[src/rtl/wb_pipe_reg.sv]
// Write-back stage register: 2-entry skid buffer carrying {rdE, rdIdx, rdData}
// with a valid/ready handshake, synchronous flush and optional x0-write suppression.
module wb_pipe_reg #(
    parameter int DATA_W      = 32,
    parameter int IDX_W       = 5,
    parameter bit X0_SUPPRESS = 1'b1
) (
    input  logic              clk_in,
    input  logic              rst_in,
    input  logic              flush_in,
    input  logic              in_valid,
    output logic              in_ready,
    input  logic              rdE_in,
    input  logic [IDX_W-1:0]  rdIdx_in,
    input  logic [DATA_W-1:0] rdData_in,
    output logic              out_valid,
    input  logic              out_ready,
    output logic              rdE_out,
    output logic [IDX_W-1:0]  rdIdx_out,
    output logic [DATA_W-1:0] rdData_out,
    output logic [1:0]        occupancy
);

    localparam logic [1:0] EMPTY = 2'd0;
    localparam logic [1:0] ONE   = 2'd1;
    localparam logic [1:0] FULL  = 2'd2;

    logic [1:0]        occ_q, occ_n;
    logic              in_ready_q, in_ready_n;
    logic              main_e_q, main_e_n, skid_e_q, skid_e_n;
    logic [IDX_W-1:0]  main_idx_q, main_idx_n, skid_idx_q, skid_idx_n;
    logic [DATA_W-1:0] main_data_q, main_data_n, skid_data_q, skid_data_n;
    logic              in_fire, out_fire, cap_e;

    function automatic logic capture_we(input logic we, input logic [IDX_W-1:0] idx);
        logic keep;
        keep = (X0_SUPPRESS == 1'b1) ? (idx != '0) : 1'b1;
        return we & keep;
    endfunction

    assign out_valid = (occ_q != EMPTY);
    assign in_ready  = in_ready_q;
    assign in_fire   = in_valid & in_ready_q;
    assign out_fire  = out_valid & out_ready;
    assign cap_e     = capture_we(rdE_in, rdIdx_in);

    always_comb begin
        occ_n       = occ_q;
        main_e_n    = main_e_q;
        main_idx_n  = main_idx_q;
        main_data_n = main_data_q;
        skid_e_n    = skid_e_q;
        skid_idx_n  = skid_idx_q;
        skid_data_n = skid_data_q;
        if (flush_in) begin
            // Flush wins over any capture; a concurrent out_fire needs no action here.
            occ_n       = EMPTY;
            main_e_n    = 1'b0;
            main_idx_n  = '0;
            main_data_n = '0;
            skid_e_n    = 1'b0;
            skid_idx_n  = '0;
            skid_data_n = '0;
        end else begin
            case (occ_q)
                EMPTY: begin
                    if (in_fire) begin
                        occ_n       = ONE;
                        main_e_n    = cap_e;
                        main_idx_n  = rdIdx_in;
                        main_data_n = rdData_in;
                    end
                end
                ONE: begin
                    if (in_fire && out_fire) begin
                        main_e_n    = cap_e;
                        main_idx_n  = rdIdx_in;
                        main_data_n = rdData_in;
                    end else if (in_fire) begin
                        occ_n       = FULL;
                        skid_e_n    = cap_e;
                        skid_idx_n  = rdIdx_in;
                        skid_data_n = rdData_in;
                    end else if (out_fire) begin
                        occ_n = EMPTY;
                    end
                end
                FULL: begin
                    if (out_fire) begin
                        occ_n       = ONE;
                        main_e_n    = skid_e_q;
                        main_idx_n  = skid_idx_q;
                        main_data_n = skid_data_q;
                        skid_e_n    = 1'b0;
                        skid_idx_n  = '0;
                        skid_data_n = '0;
                    end
                end
                default: occ_n = EMPTY;
            endcase
        end
        // Registered ready mirrors "skid empty" in the next state, keeping out_ready off this path.
        in_ready_n = (occ_n != FULL);
    end

    always_ff @(posedge clk_in or posedge rst_in) begin
        if (rst_in) begin
            occ_q       <= EMPTY;
            in_ready_q  <= 1'b1;
            main_e_q    <= 1'b0;
            main_idx_q  <= '0;
            main_data_q <= '0;
            skid_e_q    <= 1'b0;
            skid_idx_q  <= '0;
            skid_data_q <= '0;
        end else begin
            occ_q       <= occ_n;
            in_ready_q  <= in_ready_n;
            main_e_q    <= main_e_n;
            main_idx_q  <= main_idx_n;
            main_data_q <= main_data_n;
            skid_e_q    <= skid_e_n;
            skid_idx_q  <= skid_idx_n;
            skid_data_q <= skid_data_n;
        end
    end

    assign rdE_out    = main_e_q & out_valid;
    assign rdIdx_out  = main_idx_q;
    assign rdData_out = main_data_q;
    assign occupancy  = occ_q;

endmodule

[config.mk]
export PLATFORM = sky130hd
export DESIGN_NAME = wb_pipe_reg
export DESIGN_NICKNAME = d
export VERILOG_FILES = /design/src/rtl/wb_pipe_reg.sv
export SDC_FILE = /design/constraint.sdc
export NUM_CORES = 1
export LEC_CHECK = 0
export CAP_MARGIN = 20
export CORE_AREA = 2 2 99 101
export DETAILED_ROUTE_END_ITERATION = 16
export DIE_AREA = 0 0 101 103
export GPL_TIMING_DRIVEN = 0
export HOLD_SLACK_MARGIN = 0.02
export PLACE_DENSITY = 0.75
export SLEW_MARGIN = 10
export SYNTH_ARGS = -nofsm -noshare
export SYNTH_HDL_FRONTEND = slang
export SYNTH_SLANG_ARGS = --single-unit
[constraint.sdc]
create_clock -name clk_in -period 3.12 [get_ports clk_in]
set_clock_uncertainty 0.05 [all_clocks]
set_input_delay 0.78 -clock clk_in [delete_from_list [all_inputs] [get_ports clk_in]]
set_output_delay 0.78 -clock clk_in [all_outputs]
set_load 0.02 [all_outputs]
==> metrics.sh <==
AREA_OF_THE_MAPPED_NETLIST_UM2=4010
MIN_DELAY_WORST_ENDPOINT='skid_e_q'
INTERNAL_POWER_mW=2.611
ROOT_BUFFER_CELL='sky130_fd_sc_hd__clkbuf_8'
REPORT.FINAL.HOLD_VIOL_COUNT=0
GP_CONGESTION=0.7947
WIRE_PER_INST_UM=16.84
CRITPATHMAXFANOUT=7
FP-ROW-COUNT=36
MOSTFREQUENTLAYOUTCELL='sky130_fd_sc_hd__clkdlybuf4s50_1'
WORST_HOLD_STARTPOINT='skid_e_q'
SETUP.WORST_PATH.START_CLASS='register'
GRT_OVERFLOW_TOTAL=0
REPORT.FINAL.SLEW_VIOL_COUNT=0
FF2FF_SETUP_SLACK_NS=0.85
R2R-END='skid_data_q[19]'
YOSYSSEQAREASHARE=0.4933
FIN_CRIT_NS=2.798
MAPPEDNETLISTNETS=429
WORST_SLEW_PIN_SLEW_NS=0.7187
CLOCKPOWERSHARE=0.222
CLOCKBUFFERDEPTH=2
WORST_PATH_REQUIRED_NS=2.29
ACHIEVABLE-FREQUENCY_MHz=357.4
FINAL.PERIOD_UTILIZATION=0.8968
UTILIZATION_OF_THE_CORE_AFTER_ROUTING=0.5544
SYNTH.AVG_CELL_AREA_UM2=10.50
CTSHTREEMAXLEVEL=3
FIRST_PASS_ITERS=4
YOSYS.CELL_TYPES.COUNT=32
TIMING.HOLD.WORST.CLASS='reg2reg'
POSTROUTEWIRELENGTH_UM=10040
GRT_PASS1_WL_UM=16640
FP.DIEAREA_UM2=10400
CLK_PIN_SLEW_NS=0.08
FP.DIEH_UM=103
FINAL_NETS=524
SW_FRAC_OF_TOTAL=0.3615
NUMBER_OF_ANTENNA_CELLS_INSERTED=0
CLKLATENCYLATEPIN_NS=0.34
GRT_MAX_DEGREE=41
POST_SYNTH_INST_COUNT=382
DIE_WIDTH_UM=101
POSTCTSHOLDBUFS=0
DRCVIOLATIONCOUNT=0
COMB_POWER_SHARE=0.436
CRITICAL_PATH.REG2REG.STARTPOINT='occupancy[0]'
ANTENNA_LEFT=0
ROUTED-VIA-COUNT=3271
DESIGN.CORE.AREA_UM2=9459
HPWLAFTERDP_UM=7011
WORST-ENDPOINT-ARRIVAL_NS=1.97
SYNTH_LARGEST_AREA_CELL='sky130_fd_sc_hd__dfrtp_1'
TIMING.SLEW.HEADROOM=0.5208
ANTENNA_FOUND_INITIAL=0
LEAKAGE_nW=2.045
WORSTREGTOREGCELLS=8
TRACK_USAGE=0.2047
MAX_CAP_VIOLATIONS=0
DRT-INITIAL-DRC-COUNT=119
TIMING_WORST_SETUP_PATH_TYPE='reg2out'
RUN_STATUS='finished clean'
SYNTH_EDF_COUNT=0
CTS_SINKS=79
YS_SEQ_ELEMENTS=79
INITIAL_UTILIZATION=0.4239
FINALPOWER_mW=4.089
CTS.REPAIR.RESIZED=0
WORST_VDD_IR_V=0.0004297
SYNTH_LARGEST_TYPE_AREA_FRACTION=0.4867
POWER_DENSITY_nW_PER_UM2=779.9
CRITICAL_PATH.ENDPOINT_TYPE='primary output'
VIASPERCELL=5.488
LAYOUT-DRIVE-GT1-SHARE=0.1473
POWER.SEQUENTIAL.FRACTION=0.343
PORTBUFFERS=83
YOSYS-TOP-CELLS-AREA='sky130_fd_sc_hd__dfrtp_1, sky130_fd_sc_hd__mux2i_1, sky130_fd_sc_hd__a211oi_2'
DEPTH_OF_THE_WORST_HOLD_TIMING_PATH=2
UNREPAIRED_SETUP_ENDPOINTS_AFTER_GLOBAL_ROUTING='no'
AREA.GROWTH.SYNTH_TO_FINAL_PCT=30.76
CTS_MADE_BUFFERS=9
SETUP_VIOL=0
SYNTH_WARNINGS=0
GRT_PASS1_VIAS=3366
POWER.NET_SWITCHING_mW=1.478
TRITONCTS_CLOCK_TREE='done'
LAYOUT_COMMON_CELLS='sky130_fd_sc_hd__clkdlybuf4s50_1, sky130_fd_sc_hd__dfrtp_1, sky130_fd_sc_hd__nand2_1'
YOSYS_MOST_USED_DFF='sky130_fd_sc_hd__dfrtp_1'
PIN_COUNT=85
ASYNCSETRESETFLOPFRACSYNTH=1.000
POST_CTS.REPAIR.SETUP_BUFFERS=0
## layer usage
layer	share of wire	wire length, um	global-route usage	vias to the layer above
met5	0	0	0	-
met4	0.010	102	0.08316	0
met3	0.060	604	0.05017	10
met2	0.48	4834	0.3185	105
met1	0.45	4496	0.2763	1594
li1	-	-	-	1562
## registers in the layout (all words and copies together), names as in the netlist
name         flops
rdData_out      32
skid_data_q     32
rdIdx_out        5
skid_idx_q       5
occupancy        2
in_ready         1
main_e_q         1
skid_e_q         1
## kinds of logic (layout without fill, tap and decap cells)
group | count (synthesis) | count (layout) | synth area share
mux | 41 | 41 | 0.1030
buf+inv | 45 | 145 | 0.06834
xor+xnor | 1 | 1 | 0.002184
fa+ha+maj | 5 | 5 | 0.01498
compound gates | 83 | 83 | 0.1647
simple gates | 128 | 128 | 0.1535
flops | 79 | 79 | 0.4933
## power groups by stage
stage               clock [mW]  combinational, mW  sequential (mW)
finish                   0.906               1.78             1.40
detailed placement           0               1.79             1.42
floorplan                    0              0.935             1.60
CTS                      0.928               1.79             1.40
global placement             0               1.74             1.42
global route             0.977               1.93             1.43
## worst max-delay path, cell delays in order, from the launching register on
cell and delay, ns:
sky130_fd_sc_hd__dfrtp_1 0.45, sky130_fd_sc_hd__inv_1 0.11, sky130_fd_sc_hd__ha_1 0.28, sky130_fd_sc_hd__nor2b_1 0.15
sky130_fd_sc_hd__clkdlybuf4s50_1 0.65
## layout make-up
class,count,area (um^2)
tap,114,142.6
buffer,38,247.7
timing repair buffer,84,850.8
multi-input combinational,258,1758
fill,844,4215
inverter,7,28.78
sequential,79,1978
clock inverter,5,106.4
clock buffer,11,131.4
## cells in the mapped netlist, drive strengths merged, types with 2 or more instances
cell,number
mux2i,39
nand2b,3
buf,25
ha,4
nor3,39
a21oi,38
nand3,39
dfrtp,78
clkbuf,13
mux2,2
a211oi,39
nand2,41
inv,7
## how the worst max path moves through the flow
stage	startpoint	endpoint	slack, ns	cells after the start
floorplan	rst_in	main_e_q	0.27	1
global placement	rst_in	skid_data_q[1]	-0.96	2
detailed placement	in_valid	rdData_out[28]	0.55	7
CTS	occupancy[0]	rdE_out	0.30	4
global route	occupancy[0]	rdE_out	0.22	4
finish	occupancy[0]	rdE_out	0.32	4
## per-stage QoR
step	setup slack (ns)	setup TNS, ns	hold slack, ns	cells	area, um^2
3_5_place_dp	0.5481	0	0.4589	580	5006
2_1_floorplan	0.2683	0	0.4427	382	4010
3_3_place_gp	-0.9646	-75.20	0.4533	579	4984
6_report	0.3218	0	0.4694	596	5244
4_1_cts	0.3040	0	0.4695	596	5244
5_1_grt	0.2173	0	0.4805	596	5244
Power figures use the tool's default switching activity.
